File: config.mk
export PLATFORM = sky130hd
export DESIGN_NAME = rom_load_sequencer
export DESIGN_NICKNAME = d
export VERILOG_FILES = /design/src/rtl/rom_load_pkg.sv /design/src/rtl/rom_region_decode.sv /design/src/rtl/rom_load_sequencer.sv
export SDC_FILE = /design/constraint.sdc
export NUM_CORES = 1
export LEC_CHECK = 0
export CAP_MARGIN = 25
export CORE_MARGIN = 2
export CORE_UTILIZATION = 24
export CTS_CLUSTER_SIZE = 12
export DETAILED_ROUTE_END_ITERATION = 8
export SLEW_MARGIN = 25
export SYNTH_ARGS = -nofsm -noshare
export SYNTH_HDL_FRONTEND = slang
export SYNTH_SLANG_ARGS = --single-unit
File: constraint.sdc
create_clock -name clk_25 -period 2.16 [get_ports clk_25]
set_input_delay 0.432 -clock clk_25 [delete_from_list [all_inputs] [get_ports clk_25]]
set_output_delay 0.432 -clock clk_25 [all_outputs]
set_load 0.01 [all_outputs]
File: src/rtl/rom_load_pkg.sv
// Shared types and default region map for the ROM download sequencer.
// Region i starts where region i-1 ends; program ROM sits at address 0.
package rom_load_pkg;

    localparam int PROG_SIZE_DEF   = 8192;
    localparam int VEC_SIZE_DEF    = 4096;
    localparam int PROM_SIZE_DEF   = 256;
    localparam int HOLD_CYCLES_DEF = 1024;

    localparam int PROG_BASE_DEF = 0;
    localparam int VEC_BASE_DEF  = PROG_BASE_DEF + PROG_SIZE_DEF;
    localparam int PROM_BASE_DEF = VEC_BASE_DEF + VEC_SIZE_DEF;
    localparam int IMG_END_DEF   = PROM_BASE_DEF + PROM_SIZE_DEF;

    localparam int ADDR_W = 16;
    localparam int REL_W  = 13;
    localparam int CNT_W  = 17;

    typedef enum logic [1:0] {IDLE, LOAD, HOLD, RUN} state_e;
    typedef enum logic [1:0] {R_PROG, R_VEC, R_PROM, R_NONE} region_e;

    typedef struct packed {
        region_e           region;
        logic [REL_W-1:0]  rel;
    } dec_t;

endpackage

File: src/rtl/rom_region_decode.sv
// Combinational ioctl address -> ROM region select and region-relative address.
module rom_region_decode
    import rom_load_pkg::*;
#(
    parameter int PROG_SIZE = PROG_SIZE_DEF,
    parameter int VEC_SIZE  = VEC_SIZE_DEF,
    parameter int PROM_SIZE = PROM_SIZE_DEF
) (
    input  logic [ADDR_W-1:0] addr,
    output dec_t              dec
);

    localparam logic [CNT_W-1:0] VEC_BASE  = CNT_W'(PROG_SIZE);
    localparam logic [CNT_W-1:0] PROM_BASE = CNT_W'(PROG_SIZE + VEC_SIZE);
    localparam logic [CNT_W-1:0] IMG_END   = CNT_W'(PROG_SIZE + VEC_SIZE + PROM_SIZE);

    logic [CNT_W-1:0] a;

    always_comb begin
        a          = {1'b0, addr};
        dec.region = R_NONE;
        dec.rel    = '0;
        if (a < VEC_BASE) begin
            dec.region = R_PROG;
            dec.rel    = REL_W'(a);
        end else if (a < PROM_BASE) begin
            dec.region = R_VEC;
            dec.rel    = REL_W'(a - VEC_BASE);
        end else if (a < IMG_END) begin
            dec.region = R_PROM;
            dec.rel    = REL_W'(a - PROM_BASE);
        end
    end

endmodule

File: src/rtl/rom_load_sequencer.sv
// Routes ioctl download bytes to the game ROMs, checksums each region and
// holds the core in reset until a download has finished and settled.
module rom_load_sequencer
    import rom_load_pkg::*;
#(
    parameter int PROG_SIZE   = PROG_SIZE_DEF,
    parameter int VEC_SIZE    = VEC_SIZE_DEF,
    parameter int PROM_SIZE   = PROM_SIZE_DEF,
    parameter int HOLD_CYCLES = HOLD_CYCLES_DEF
) (
    input  logic              clk_25,
    input  logic              RESET_L,
    input  logic              dn_download,
    input  logic              dn_wr,
    input  logic [ADDR_W-1:0] dn_addr,
    input  logic [7:0]        dn_data,
    output logic [REL_W-1:0]  rom_addr,
    output logic [7:0]        rom_data,
    output logic              prog_we,
    output logic              vec_we,
    output logic              prom_we,
    output logic              core_reset_l,
    output logic              load_done,
    output logic              load_err,
    output logic [7:0]        csum_prog,
    output logic [7:0]        csum_vec,
    output logic [7:0]        csum_prom
);

    localparam logic [CNT_W-1:0] IMG_BYTES = CNT_W'(PROG_SIZE + VEC_SIZE + PROM_SIZE);
    localparam int               HOLD_W    = (HOLD_CYCLES > 1) ? $clog2(HOLD_CYCLES) : 1;
    localparam logic [HOLD_W-1:0] HOLD_LAST = HOLD_W'(HOLD_CYCLES - 1);

    state_e             state_q, state_d;
    logic [CNT_W-1:0]   byte_cnt;
    logic [HOLD_W-1:0]  hold_cnt;
    dec_t               dec;
    logic               wr_ok, start, fall, hold_done;

    rom_region_decode #(
        .PROG_SIZE (PROG_SIZE),
        .VEC_SIZE  (VEC_SIZE),
        .PROM_SIZE (PROM_SIZE)
    ) u_dec (
        .addr (dn_addr),
        .dec  (dec)
    );

    always_comb begin
        state_d   = state_q;
        start     = 1'b0;
        fall      = 1'b0;
        hold_done = 1'b0;
        wr_ok     = (state_q == LOAD) && dn_download && dn_wr;
        case (state_q)
            IDLE, RUN: if (dn_download) begin
                start   = 1'b1;
                state_d = LOAD;
            end
            LOAD: if (!dn_download) begin
                fall    = 1'b1;
                state_d = HOLD;
            end
            HOLD: if (dn_download) begin
                start   = 1'b1;
                state_d = LOAD;
            end else if (hold_cnt == HOLD_LAST) begin
                hold_done = 1'b1;
                state_d   = RUN;
            end
            default: state_d = IDLE;
        endcase
    end

    always_ff @(posedge clk_25) begin
        if (!RESET_L) begin
            state_q      <= IDLE;
            rom_addr     <= '0;
            rom_data     <= '0;
            prog_we      <= 1'b0;
            vec_we       <= 1'b0;
            prom_we      <= 1'b0;
            core_reset_l <= 1'b0;
            load_done    <= 1'b0;
            load_err     <= 1'b0;
            csum_prog    <= '0;
            csum_vec     <= '0;
            csum_prom    <= '0;
            byte_cnt     <= '0;
            hold_cnt     <= '0;
        end else begin
            state_q      <= state_d;
            prog_we      <= wr_ok && (dec.region == R_PROG);
            vec_we       <= wr_ok && (dec.region == R_VEC);
            prom_we      <= wr_ok && (dec.region == R_PROM);
            core_reset_l <= (state_d == RUN);

            if (wr_ok && dec.region != R_NONE) begin
                rom_addr <= dec.rel;
                rom_data <= dn_data;
            end

            if (start) begin
                csum_prog <= '0;
                csum_vec  <= '0;
                csum_prom <= '0;
                byte_cnt  <= '0;
                load_err  <= 1'b0;
                load_done <= 1'b0;
            end else if (wr_ok) begin
                // Out-of-range bytes still count toward the image length.
                if (byte_cnt != '1) byte_cnt <= byte_cnt + 1'b1;
                case (dec.region)
                    R_PROG:  csum_prog <= csum_prog + dn_data;
                    R_VEC:   csum_vec  <= csum_vec + dn_data;
                    R_PROM:  csum_prom <= csum_prom + dn_data;
                    default: load_err  <= 1'b1;
                endcase
            end

            if (fall && byte_cnt < IMG_BYTES) load_err <= 1'b1;
            if (hold_done) load_done <= 1'b1;

            if (state_q == HOLD && state_d == HOLD) hold_cnt <= hold_cnt + 1'b1;
            else                                     hold_cnt <= '0;
        end
    end

endmodule

Yosys cells after proc, flatten, opt, wreduce, memory -nomap -nowiden
Cells that the tools add are included.
{"block": "op_classes", "addsub": 7, "magnitude_cmp": 4, "n_eq_ne": 11, "n_mux": 21, "bitwise_logic": 1, "reduce_logical": 22}
{"cell": "16-bit by 14-bit < comparator with 1-bit output, second input constant", "n": 3}
{"cell": "15-bit two-way mux", "n": 2}
{"cell": "8-bit adder", "n": 3}
{"cell": "17-bit by 1-bit adder with 17-bit output, second input constant", "n": 1}
{"cell": "17-bit by 14-bit < comparator with 1-bit output, second input constant", "n": 1}
{"cell": "17-bit inequality test, second input constant", "n": 1}
{"cell": "14-bit two-way mux", "n": 1}
{"cell": "1-bit two-way mux", "n": 13}
{"cell": "13-bit by 1-bit subtractor with 13-bit output, second input constant", "n": 1}
{"cell": "13-bit subtractor, second input constant", "n": 1}
{"cell": "2-bit AND reduction", "n": 6}
{"cell": "10-bit by 1-bit adder with 10-bit output, second input constant", "n": 1}
{"cell": "10-bit == test, second input constant", "n": 1}
{"cell": "2-bit == test, second input constant", "n": 5}
{"cell": "1-bit logical AND", "n": 8}
{"cell": "2-bit two-way mux", "n": 4}
{"cell": "2-bit one-hot mux with 3 select lines", "n": 1}
{"cell": "3-bit OR reduction", "n": 2}
{"cell": "2-bit by 1-bit == test with 1-bit output, second input constant", "n": 2}
{"cell": "2-bit zero test", "n": 2}
{"cell": "2-bit OR reduction", "n": 2}
{"cell": "3-bit by 1-bit inequality test with 1-bit output, second input constant", "n": 1}
{"cell": "3-bit nonzero test", "n": 1}
{"cell": "2-bit inequality test, second input constant", "n": 1}
{"cell": "other kinds (2)", "n": 2}
{"block": "totals", "reg_bits": 80, "input_bits": 28, "out_inout_bits": 51}

Logic depth before layout (Yosys ltp)
Gate-level depths: netlist of the first run.
{"block": "logic_depth", "depth_word": 10, "ltp_mapped": 10}

Modules after synthesis
A second synthesis of the first run with hierarchy kept.
{"block": "hier_totals", "hier_cells": 527, "area_unflattened_um2": 4468.0}
{"module": "rom_load_sequencer", "instances": 1, "cells_per_inst": 496, "area_per_inst_um2": 4212.8, "seq_area_each_um2": 1601.5}
{"module": "rom_region_decode", "instances": 1, "cells_per_inst": 31, "area_per_inst_um2": 255.2, "seq_area_each_um2": 0.0}

Worst setup path after synthesis of the first run
No wires, ideal clock.
{"block": "synth_path", "path_type": "input -> register", "start": "input dn_data[0]", "end": "register csum_prom[6]", "setup_ns": 0.062, "arrival_time_ns": 1.855, "required_ns": 2.098, "path_slack_ns": 0.243, "stages": 8, "n_path_buf": 0, "cell_sequence": "ha_1 -> inv_1 -> fa_1 -> nor2b_1 -> o31a_1 -> o21a_1 -> or4_1 -> nand3_1"}
{"block": "synth_via", "elab_chain_cells": 1}
{"element": "from (decl)", "line": "rom_load_sequencer.sv:16", "source": "input logic [7:0] dn_data,"}
{"element": "8-bit adder", "line": "rom_load_sequencer.sv:116", "source": "R_PROM: csum_prom <= csum_prom + dn_data;"}
{"element": "to (signal assigned)", "line": "rom_load_sequencer.sv:116"}
{"element": "to (decl)", "line": "rom_load_sequencer.sv:27", "source": "output logic [7:0] csum_prom"}
No other way between the ends.
A chain may end at the register's enable or synchronous reset.

Worst setup path in the final report of the first run
{"block": "layout_path", "start": "input dn_data[1]", "end": "register csum_vec[7]"}
{"block": "layout_via", "elab_chain_cells": 1}
{"element": "8-bit adder", "line": "rom_load_sequencer.sv:115", "source": "R_VEC: csum_vec <= csum_vec + dn_data;"}
{"element": "to (signal assigned)", "line": "rom_load_sequencer.sv:115"}
{"element": "to (decl)", "line": "rom_load_sequencer.sv:26", "source": "output logic [7:0] csum_vec,"}
No other way between the ends.

==> results of run 1 <==
[cells in the final DEF (no fill, tap or decap), drive strengths merged, types with 12 or more instances in the layout]
cell type      Yosys  final
buf               12     67
nand2             73     73
inv               18     18
ha                26     26
nor2              55     55
nand3             12     12
xor2              16     16
xnor2             13     13
dfxtp             80     80
nor3              12     12
a21oi             46     46
clkdlybuf4s50      0     73
o21ai             14     14
[per-stage QoR]
step	cells	power [uW]
global route	840	3290
detailed placement	825	1810
global placement	825	1810
floorplan	478	1640
finish	840	3160
CTS	840	3210
[registers in the layout, summed over array words and instances (netlist names)]
| name | cells |
|---|---|
| core_reset_l | 1 |
| state_q | 2 |
| byte_cnt | 17 |
| csum_prog | 8 |
| rom_addr | 13 |
| prog_we | 1 |
| csum_vec | 8 |
| rom_data | 8 |
| vec_we | 1 |
| csum_prom | 8 |
| load_err | 1 |
| load_done | 1 |
| prom_we | 1 |
| hold_cnt | 10 |
[logic make-up after synthesis]
kind of cell | count (synthesis) | share of synthesized area [%]
simple gates | 197 | 24.2
mux | 3 | 0.740
compound gates | 104 | 15.8
xor+xnor | 29 | 6.26
fa+ha+maj | 29 | 9.50
flops | 80 | 39.5
buf+inv | 36 | 3.95
[final timing paths]
check	depth (start not counted)	slack, ns	endpoint
hold reg to reg	2	0.45	rom_addr[8]
setup / recovery	7	0.13	csum_vec[7]
setup reg to reg	9	0.20	byte_cnt[13]
hold / removal	2	0.45	rom_addr[8]
[what timing repair did]
item | in CTS | in global routing
setup endpoints to repair | 7 | 13
resized for setup | 5 | 6
pin swaps | 0 | 3
cloned | 0 | 0
hold buffers | 0 | 0
[cells in the mapped netlist, types with 3 or more instances]
| master | count |
|---|---|
| nand2_1 | 73 |
| nand2b_1 | 6 |
| fa_1 | 3 |
| nor2b_1 | 5 |
| o211ai_1 | 10 |
| nand4b_1 | 3 |
| o21a_1 | 9 |
| clkbuf_1 | 6 |
| nor4_2 | 4 |
| ha_1 | 26 |
| o311ai_0 | 3 |
| buf_2 | 8 |
| mux2i_1 | 3 |
| a21o_1 | 3 |
| xnor2_1 | 13 |
| nand4_1 | 6 |
| inv_1 | 17 |
| a21oi_1 | 46 |
| o21ai_0 | 13 |
| nand3_1 | 11 |
| nor2_1 | 55 |
| o41ai_1 | 3 |
| dfxtp_1 | 80 |
| and3_1 | 5 |
| a211oi_1 | 6 |
| buf_4 | 4 |
| xor2_1 | 16 |
| nor3_1 | 11 |
[layout make-up]
| type | instances | area (um^2) | area share [%] |
|---|---|---|---|
| inverters | 18 | 67.6 | 1.15 |
| repair buffers | 145 | 1330 | 22.7 |
| flip-flops and latches | 80 | 1600 | 27.4 |
| clock buffers | 9 | 225 | 3.85 |
| clock inverters | 6 | 37.5 | 0.641 |
| multi-input cells | 362 | 2320 | 39.5 |
| well taps | 220 | 275 | 4.70 |
[worst max-delay path: stages]
cell	delay [ns]
dlygate4sd2_1	0.32
ha_1	0.35
a211oi_1	0.32
o211ai_1	0.16
and3_1	0.21
o311ai_0	0.33
o41ai_1	0.12
[power by group through the flow]
stage                     clock (uW)  sequential (uW)  combinational [uW]
after floorplan                    0             1520                 119
after global placement             0             1520                 291
after detailed placement           0             1520                 291
after CTS                       1430             1490                 291
after global routing            1490             1490                 315
final                           1380             1490                 287
[metal layers]
| metal | part of all wire (%) | GRT usage [%] |
|---|---|---|
| met1 | 49 | 16.6 |
| met2 | 45 | 20.5 |
| met3 | 5.3 | 3.67 |
| met4 | 0.74 | 2.46 |
| met5 | 0 | 0 |
==> report_table.html, run 1 <==
<table>
<tr><th>Metric</th><th>Value</th></tr>
<tr><th colspan="2">Floorplan</th></tr>
<tr><td>Die Y</td><td>134 um</td></tr>
<tr><td>Core Region</td><td>roughly 17,000 um^2</td></tr>
<tr><td>Row count</td><td>47</td></tr>
<tr><td>Initial core utilization</td><td>24.5%</td></tr>
<tr><td>Die area</td><td>between 15,000 and 20,000 um^2</td></tr>
<tr><td>Horiz. Die Dim</td><td>about 130 um</td></tr>
<tr><td>Count of boundary I/O pins</td><td>79</td></tr>
<tr><th colspan="2">Power</th></tr>
<tr><td>Proportion of power drawn by flip-flops and latches</td><td>47.1%</td></tr>
<tr><td>Worst voltage drop across the vdd grid</td><td>about 380 uV</td></tr>
<tr><td>Switching power</td><td>roughly 770 uW</td></tr>
<tr><td>Switching Fraction</td><td>about a quarter</td></tr>
<tr><td>Combinational share of power</td><td>9.1%</td></tr>
<tr><td>Clk pwr share</td><td>43.8%</td></tr>
<tr><td>Pleak</td><td>about 0.0022 uW</td></tr>
<tr><td>Internal power of the cells</td><td>2390 uW</td></tr>
<tr><td>Power density of the placed cells</td><td>approximately 540 nW/um^2</td></tr>
<tr><th colspan="2">Critical path</th></tr>
<tr><td>CP required</td><td>2.37 ns</td></tr>
<tr><td>Type of element launching the critical path</td><td>input port</td></tr>
<tr><td>Startpoint of the worst setup timing path</td><td>dn_data[1]</td></tr>
<tr><td>Type of the setup path with the least slack</td><td>in -&gt; reg</td></tr>
<tr><td>Crit path capture type</td><td>flop</td></tr>
<tr><td>Startpoint of the worst-slack reg-to-reg timing path</td><td>byte_cnt[5]</td></tr>
<tr><td>Arrival time at the worst endpoint</td><td>~2.2 ns</td></tr>
<tr><td>Highest net fanout along the worst path</td><td>5</td></tr>
<tr><th colspan="2">STA</th></tr>
<tr><td>Worst rel slew slack</td><td>roughly three quarters</td></tr>
<tr><td>Worst slack on hold paths</td><td>0.452 ns</td></tr>
<tr><td>Top achievable clock speed</td><td>between 400 and 500 MHz</td></tr>
<tr><td>Post-route clock period utilization</td><td>~94%</td></tr>
<tr><td>Setup clock skew after layout</td><td>0.00666 ns</td></tr>
<tr><td>Final Critical Period</td><td>roughly 2.0 ns</td></tr>
<tr><td>Setup repair after global routing missed its margin</td><td>no</td></tr>
<tr><td>Actual slew at the worst max-slew pin</td><td>around 0.4 ns</td></tr>
<tr><td>Final setup TNS</td><td>0 ns</td></tr>
<tr><td>Count of endpoints failing hold in the final timing report</td><td>0</td></tr>
<tr><td>Worst setup margin</td><td>~0.13 ns</td></tr>
<tr><td>Number of max-slew violations in the final report</td><td>0</td></tr>
<tr><td>Setup violations, final</td><td>0</td></tr>
<tr><th colspan="2">Synth</th></tr>
<tr><td>EDFF count, synth</td><td>0</td></tr>
<tr><td>Dominant cell type by area after synthesis</td><td>dfxtp_1</td></tr>
<tr><td>Proportion of synthesized chip area in sequential cells</td><td>approximately 39%</td></tr>
<tr><td>Number of cells produced by synthesis</td><td>around 480</td></tr>
<tr><td>Proportion of register bits with asynchronous set or reset after synthesis</td><td>0%</td></tr>
<tr><td>Synthesized flop and latch total</td><td>80</td></tr>
<tr><td>Most frequently used flop master after synthesis</td><td>dfxtp_1</td></tr>
<tr><td>Avg Cell Area, Syn</td><td>roughly 8.5 um^2</td></tr>
<tr><td>Total nets after synthesis</td><td>approximately 540</td></tr>
<tr><td>Area share of the largest cell type after synthesis</td><td>between 30% and 40%</td></tr>
<tr><td>Biggest area contributors in the synthesized netlist</td><td>dfxtp_1 (39%), ha_1 (8.0%), nand2_1 (6.8%), a21oi_1 (5.7%), nor2_1 (5.1%)</td></tr>
<tr><td>Post-synthesis instance area</td><td>around 4000 um^2</td></tr>
<tr><td>Yosys cell types</td><td>just over 50</td></tr>
<tr><td>Count of warnings emitted by yosys</td><td>0</td></tr>
<tr><th colspan="2">Detailed routing</th></tr>
<tr><td>Via/cell ratio</td><td>around 4.4</td></tr>
<tr><td>Drt initial violations</td><td>between 150 and 200</td></tr>
<tr><td>Wire length after detailed routing</td><td>~11,000 um</td></tr>
<tr><td>DRC violations left</td><td>0</td></tr>
<tr><td>Iteration count of the initial detailed-routing pass</td><td>4</td></tr>
<tr><td>Number of antenna-violating nets in the routed design</td><td>0</td></tr>
<tr><td>Routed via count</td><td>3,704</td></tr>
<tr><td>Wire per inst</td><td>around 13 um</td></tr>
<tr><th colspan="2">Global routing</th></tr>
<tr><td>Overall overflow remaining after global route</td><td>0</td></tr>
<tr><td>Overall fraction of global-route tracks in use</td><td>roughly an eighth</td></tr>
<tr><td>Number of antenna violations at the first check in global routing</td><td>0</td></tr>
<tr><td>Vias in the first global route</td><td>3,562</td></tr>
<tr><td>Largest net degree at the start of global routing</td><td>28</td></tr>
<tr><td>Global-route wire length before repair</td><td>17,900 um</td></tr>
<tr><th colspan="2">Min path</th></tr>
<tr><td>Kind of path behind the tightest hold check</td><td>reg -&gt; reg</td></tr>
<tr><td>Worst Hold Launch</td><td>rom_addr[8]</td></tr>
<tr><th colspan="2">Cells and area</th></tr>
<tr><td>Final net count</td><td>673</td></tr>
<tr><td>Final core area utilization</td><td>about a third</td></tr>
<tr><td>Fraction of final layout cells sized beyond drive strength 1</td><td>16.3%</td></tr>
<tr><td>Summed area of non-filler cells in the final layout</td><td>5860 um^2</td></tr>
<tr><td>Diode count</td><td>0</td></tr>
<tr><td>Layout area overhead</td><td>44.3%</td></tr>
<tr><td>Fill cells</td><td>roughly 1,800</td></tr>
<tr><th colspan="2">Clock network</th></tr>
<tr><td>Inserted Clock Buffers</td><td>9</td></tr>
<tr><td>TritonCTS clock tree</td><td>done</td></tr>
<tr><td>Number of setup buffers added after CTS</td><td>0</td></tr>
<tr><td>Num Clock Sinks</td><td>80</td></tr>
<tr><td>Clock tree root buffer cell</td><td>clkbuf_16</td></tr>
<tr><td>Clock H-tree levels</td><td>3</td></tr>
<tr><td>Maximum root-to-sink buffer count</td><td>2</td></tr>
<tr><td>Clock latency on the worst-skew pair</td><td>~0.34 ns</td></tr>
<tr><td>Clock edge transition at the registers on the reported setup and hold paths</td><td>~0.060 ns</td></tr>
<tr><th colspan="2">Placed design</th></tr>
<tr><td>Cell Area, Placed</td><td>approximately 5600 um^2</td></tr>
<tr><td>Count of port buffers added during placement</td><td>78</td></tr>
<tr><td>Setup Slack @ Placement</td><td>-0.430 ns</td></tr>
<tr><td>Half-perimeter wire length after detailed placement</td><td>8300 um</td></tr>
<tr><td>Global placement routability congestion</td><td>approximately 0.81</td></tr>
<tr><th colspan="2">Run status</th></tr>
<tr><td>Run status</td><td>complete, no violations</td></tr>
<tr><th colspan="2">Flow run</th></tr>
<tr><td>Maxcap violations</td><td>0</td></tr>
</table>
No activity file was read; power rests on OpenSTA's default activity.
==> run 2: changes to the inputs <==
Settings changed: CORE_UTILIZATION 24 to 52, CTS_CLUSTER_DIAMETER set to 120, PLACE_DENSITY set to 0.8, SLEW_MARGIN 25 to 30.
==> run 2 against run 1 <==
Combinational power fell by 3%. Sequential power barely moved. Power decreased by 2.4%. Fmax fell by 3.9%. Sequential share of layout area grew 1.0 points. Utilization rose by 38 points. Critical path depth is the same. Cell count down 14%. Critical path type unchanged. Critical endpoint is now csum_prom[6]. Largest power group unchanged.
==> report_table.html, run 2 (synthesis gave the netlist of run 1 again) <==
<table>
<tr><th>Metric</th><th>Value</th></tr>
<tr><th colspan="2">Run status</th></tr>
<tr><td>Run status</td><td>complete, no violations</td></tr>
<tr><th colspan="2">Detailed routing</th></tr>
<tr><td>Drt initial violations</td><td>around 170</td></tr>
<tr><td>Met3 WL post-DR</td><td>581 um</td></tr>
<tr><td>Number of antenna-violating nets in the routed design</td><td>0</td></tr>
<tr><td>Via/cell ratio</td><td>~5.5</td></tr>
<tr><td>Uppermost layer routed</td><td>met4</td></tr>
<tr><td>Wire length after detailed routing</td><td>10,700 um</td></tr>
<tr><td>Wire per inst</td><td>roughly 15 um</td></tr>
<tr><td>DRC violations left</td><td>0</td></tr>
<tr><td>Iteration count of the initial detailed-routing pass</td><td>4</td></tr>
<tr><td>Met2 layer wire length in the routed design</td><td>5390 um</td></tr>
<tr><td>Routed via count</td><td>between 3,000 and 4,000</td></tr>
<tr><td>Wire length the detailed router placed on met1</td><td>4420 um</td></tr>
<tr><th colspan="2">Critical path</th></tr>
<tr><td>CP required</td><td>~2.5 ns</td></tr>
<tr><td>Highest net fanout along the worst path</td><td>4</td></tr>
<tr><td>CP delay by family, top</td><td>simple AND/OR/NAND/NOR gates</td></tr>
<tr><td>Critical Path Max Stage Delay</td><td>between 0.5 and 0.6 ns</td></tr>
<tr><td>Crit path capture type</td><td>flop</td></tr>
<tr><td>Number of buffers and inverters on the critical path</td><td>1</td></tr>
<tr><td>Crit path max-delay cell type</td><td>clkdlybuf4s50_1</td></tr>
<tr><td>CP dominant cell by count</td><td>o21a_1</td></tr>
<tr><td>Sequence of cells on the critical path</td><td>clkdlybuf4s50_1 &gt; ha_1 &gt; o21a_1 &gt; o31a_1 &gt; o21a_1 &gt; or4_1 &gt; nand3_1</td></tr>
<tr><td>Arrival time at the worst endpoint</td><td>between 2 and 2.5 ns</td></tr>
<tr><td>Type of element launching the critical path</td><td>input port</td></tr>
<tr><td>Type of the setup path with the least slack</td><td>in -&gt; reg</td></tr>
<tr><th colspan="2">Power</th></tr>
<tr><td>Overall power of the completed layout</td><td>between 3000 and 4000 uW</td></tr>
<tr><td>Power density of the placed cells</td><td>roughly 550 nW/um^2</td></tr>
<tr><td>Pleak</td><td>0.00218 uW</td></tr>
<tr><td>Worst voltage drop across the vdd grid</td><td>about 330 uV</td></tr>
<tr><th colspan="2">Clock network</th></tr>
<tr><td>Inserted Clock Buffers</td><td>9</td></tr>
<tr><td>Clock tree root buffer cell</td><td>clkbuf_8</td></tr>
<tr><td>TritonCTS clock tree</td><td>done</td></tr>
<tr><td>Maximum root-to-sink buffer count</td><td>2</td></tr>
<tr><td>Num Clock Sinks</td><td>80</td></tr>
<tr><td>Clock H-tree levels</td><td>3</td></tr>
<tr><td>Clock latency on the worst-skew pair</td><td>approximately 0.36 ns</td></tr>
<tr><td>Hold-fix buffer count after cts</td><td>0</td></tr>
<tr><td>Clock edge transition at the registers on the reported setup and hold paths</td><td>0.08 ns</td></tr>
<tr><th colspan="2">Min path</th></tr>
<tr><td>Kind of path behind the tightest hold check</td><td>reg -&gt; reg</td></tr>
<tr><th colspan="2">Global routing</th></tr>
<tr><td>Overall overflow remaining after global route</td><td>0</td></tr>
<tr><td>Number of antenna violations at the first check in global routing</td><td>0</td></tr>
<tr><td>Overall fraction of global-route tracks in use</td><td>between 20% and 30%</td></tr>
<tr><td>Largest net degree at the start of global routing</td><td>28</td></tr>
<tr><td>Global-route wire length before repair</td><td>17,900 um</td></tr>
<tr><td>Vias in the first global route</td><td>approximately 3,900</td></tr>
<tr><th colspan="2">STA</th></tr>
<tr><td>Final setup TNS</td><td>0 ns</td></tr>
<tr><td>Count of endpoints failing hold in the final timing report</td><td>0</td></tr>
<tr><td>Post-route clock period utilization</td><td>between 90% and 100%</td></tr>
<tr><td>Worst setup margin</td><td>around 0.051 ns</td></tr>
<tr><td>Top achievable clock speed</td><td>between 400 and 500 MHz</td></tr>
<tr><td>Setup repair after global routing missed its margin</td><td>yes</td></tr>
<tr><td>Setup clock skew after layout</td><td>approximately 0.0060 ns</td></tr>
<tr><td>Setup violations, final</td><td>0</td></tr>
<tr><td>Number of max-slew violations in the final report</td><td>0</td></tr>
<tr><td>Actual slew at the worst max-slew pin</td><td>just under 0.4 ns</td></tr>
<tr><td>Final Critical Period</td><td>2.11 ns</td></tr>
<tr><td>Worst rel slew slack</td><td>between 70% and 80%</td></tr>
<tr><td>Worst slack on hold paths</td><td>~0.46 ns</td></tr>
<tr><th colspan="2">Cells and area</th></tr>
<tr><td>Final net count</td><td>approximately 670</td></tr>
<tr><td>Largest Register</td><td>byte_cnt</td></tr>
<tr><td>Largest registers in the final layout</td><td>byte_cnt: 17 flops, rom_addr: 13 flops, hold_cnt: 10 flops</td></tr>
<tr><td>Final core area utilization</td><td>73.8%</td></tr>
<tr><td>Most common cell after layout, fill and taps aside</td><td>dfxtp_1</td></tr>
<tr><td>Layout area overhead</td><td>39.1%</td></tr>
<tr><td>Fraction of final layout cells sized beyond drive strength 1</td><td>~16%</td></tr>
<tr><td>Diode count</td><td>0</td></tr>
<tr><td>Fill cells</td><td>580</td></tr>
<tr><td>Max FFs per register</td><td>17</td></tr>
<tr><td>Most frequent cells in the layout</td><td>dfxtp_1 (78), clkdlybuf4s50_1 (74), nand2_1 (73), buf_4 (64), nor2_1 (54)</td></tr>
<tr><th colspan="2">Floorplan</th></tr>
<tr><td>Die area</td><td>around 8500 um^2</td></tr>
<tr><td>Core Region</td><td>between 7000 and 8000 um^2</td></tr>
<tr><td>Die Y</td><td>92.3 um</td></tr>
<tr><td>Count of boundary I/O pins</td><td>a little under 80</td></tr>
<tr><td>Row count</td><td>32</td></tr>
<tr><td>Initial core utilization</td><td>a little over half</td></tr>
<tr><td>Horiz. Die Dim</td><td>slightly above 90 um</td></tr>
<tr><th colspan="2">Placed design</th></tr>
<tr><td>Global placement routability congestion</td><td>approximately 0.9</td></tr>
<tr><td>Half-perimeter wire length after detailed placement</td><td>about 7900 um</td></tr>
<tr><td>Setup Slack @ Placement</td><td>-0.405 ns</td></tr>
<tr><td>Count of port buffers added during placement</td><td>slightly below 80</td></tr>
<tr><th colspan="2">Flow run</th></tr>
<tr><td>Maxcap violations</td><td>0</td></tr>
</table>
-- run 2: final timing paths --
check / start / end / slack [ns] / depth (start not counted)
setup / recovery: dn_data[3] / csum_prom[6] / 0.05 / 7
hold / removal: rom_addr[6] / rom_addr[6] / 0.46 / 2
setup reg to reg: byte_cnt[0] / byte_cnt[11] / 0.13 / 10
hold reg to reg: rom_addr[6] / rom_addr[6] / 0.46 / 2
-- run 2: routing by layer --
layer / vias up / GRT usage (%)
met4: 0 / 10.9
met1: 1886 / 31.2
met2: 102 / 46.2
li1: 1946 / -
met3: 29 / 4.64
met5: - / 0
-- run 2: report_power, final --
group / leakage [uW] / internal [uW] / switching [uW]
logic: 0.00142 / 135 / 144
clock network: 0.000116 / 764 / 551
registers: 0.000646 / 1480 / 5.11
total: 0.00218 / 2380 / 700
-- run 2: metrics by stage --
step | cell area (um^2) | std cells
floorplan | 4060 | 478
global placement | 5360 | 702
detailed placement | 5360 | 702
CTS | 5610 | 718
global route | 5640 | 721
finish | 5640 | 721
-- run 2: worst min-delay path: cells and delay by family (launching register included) --
| kind | cells | cell delay (ns) |
|---|---|---|
| DFF | 1 | 0.31 |
| and+or+nand+nor | 1 | 0.05 |
| AOI/OAI and AO/OA | 1 | 0.05 |
-- run 2: area by class of cell --
class | count | area (um^2) | share of cell area, %
clock buffer | 10 | 128 | 2.26
timing repair buffer | 143 | 1280 | 22.7
clock inverter | 6 | 108 | 1.91
tap | 102 | 128 | 2.26
multi-input combinational | 362 | 2330 | 41.2
sequential | 80 | 1600 | 28.4
inverter | 18 | 67.6 | 1.20
-- run 2: repair_timing --
item / 4_1_cts / 5_1_grt
setup buffers: 0 / 3
pin swaps: 1 / 5
resized for setup: 9 / 6
endpoints found under the setup margin: 10 / 17
==> RTL edit: new RTL, flow settings as in run 2 <==
Set the package constant `REL_W` to 26 (it was 13).
--- a/src/rtl/rom_load_pkg.sv
+++ b/src/rtl/rom_load_pkg.sv
@@ -13,7 +13,7 @@
     localparam int IMG_END_DEF   = PROM_BASE_DEF + PROM_SIZE_DEF;
 
     localparam int ADDR_W = 16;
-    localparam int REL_W  = 13;
+    localparam int REL_W  = 26;
     localparam int CNT_W  = 17;
 
     typedef enum logic [1:0] {IDLE, LOAD, HOLD, RUN} state_e;
Ports: changed (resized rom_addr); port bits go from 79 to 92. The function was not compared with the original's and may differ.
==> RTL edit against run 2 <==
- the flow now finishes with violations (negative setup slack)
- final area up 12%
- fmax down 5.0%
- die area increased by 7.5%
- wire length is 24% higher
- setup slack worse by 110 ps
- synthesized area rose by 7.9%
- power increased by 2.7%
- sequential cell count increased by 4
- first-iteration DRC count up 93%
- sequential power grew 5%
- largest power group unchanged
==> RTL edit: results (changes against run 2) <==
status: "finished, violations left"
violations: "negative setup slack"
synth_xor_area_frac: 0.04803  # -0.01457
drt-total-wl_microns: 13220  # +24%
port_buffers: 91  # +17%
worst_pin_slew_ps: 433.4  # +46.29 ps
synthTopCellsByCount: "84 x dfxtp_1, 66 x nor2_1, 38 x a21oi_1, 38 x nand2_1, 30 x ha_1"
dp_slack_ps: -543.2  # -138.7 ps
clk_share: 0.03421  # -0.007466
hpwl_microns: 8689  # +9.6%
final_nets: 729  # +8.6%
bufAreaShareNonClock: 0.2519  # +0.02448
setup_violations: 1  # +1
multi_input_area_share: 0.4159  # +0.003755
startpoint: "dn_data[4]"
syn_area_per_cell_sq_um: 8.565  # +0.90%
synthTopCellsByArea: "dfxtp_1 38%, ha_1 8.6%, nor2_1 5.7%, mux2i_1 4.6%, a21oi_1 4.3%"
finalNonFillerCells: 778  # +7.9%
fillCellCount: 557  # -4.0%
grt_pass1_wl_microns: 19480  # +8.6%
setup_ws_ps: -60.72  # -111.3 ps
final-seq-area_sq_um: 1687  # +5.1%
p_per_area_nw_per_um2: 499.8  # -8.4%
max-vdd-ir-drop_mv: 0.3269  # -0.28%
skew_ps: 10.89  # +4.913 ps
dr_total_vias: 4559  # +15%
nFlopsAndLatches: 84  # +5.0%
p_leak_nw: 2.605  # +19%
syn-num-nets: 572  # +6.9%
post_dp_cell_area_sq_um: 5857  # +9.4%
worstPathArrival_ps: 2500  # +90 ps
ys_types: 50  # -2.0%
synthAdderAreaFrac: 0.09949  # +0.004512
multi_input_gates: 380  # +5.0%
seq_area_frac_synth: 0.3842  # -0.01048
-- RTL edit: changes by cell type after synthesis, sizes merged, moves of 5 or more --
cell	run 2	this run
xor2	16	11
nor3	12	19
mux2i	3	20
nand2	73	38
o21ai	14	20
or3	2	7
nor2	55	66
a21oi	46	38
clkbuf	6	14
-- RTL edit: cells by family after synthesis --
kind of cell | Yosys count
AO/OA/AOI/OAI | 107
multiplexers | 20
flip-flops | 84
adder cells (fa/ha/maj) | 33
XOR/XNOR | 24
AND/OR/NAND/NOR | 196
buffers and inverters | 47
-- RTL edit: path summary, 6_finish.rpt --
| path | slack (ps) | end | cells past startpoint |
|---|---|---|---|
| worst min register to register | 470 | hold_cnt[0] | 1 |
| worst max register to register | 40 | csum_prom[7] | 6 |
| worst max-delay path | -60 | csum_prom[7] | 7 |
| worst min-delay path | 380 | rom_addr[9] | 3 |
-- RTL edit: critical path, cell delays in order --
cell	delay [ps]
dlygate4sd2_1	330
ha_1	380
a21oi_1	290
o211ai_1	210
and3_1	250
or4_4	490
a21oi_2	120
-- RTL edit: timing repair --
item | CTS | global route
resized for setup | 15 | 32
pin swaps | 9 | 8
gates cloned | 0 | 1
endpoints found under the setup margin | 32 | 46
endpoints found under the hold margin | 0 | 0
buffers inserted | 5 | 6
-- RTL edit: power by group --
group | switching (mW) | internal, mW | total, mW
logic | 0.184 | 0.176 | 0.361
registers | 0.00695 | 1.56 | 1.56
clock network | 0.561 | 0.678 | 1.24
total | 0.752 | 2.41 | 3.16
-- RTL edit: routing by layer --
metal / track usage / up-vias / wire length (microns)
met3: 0.06421 / 48 / 1091
met5: 0 / - / 0
li1: - / 2129 / -
met2: 0.4656 / 239 / 6397
met4: 0.1226 / 0 / 525
met1: 0.3196 / 2143 / 5203
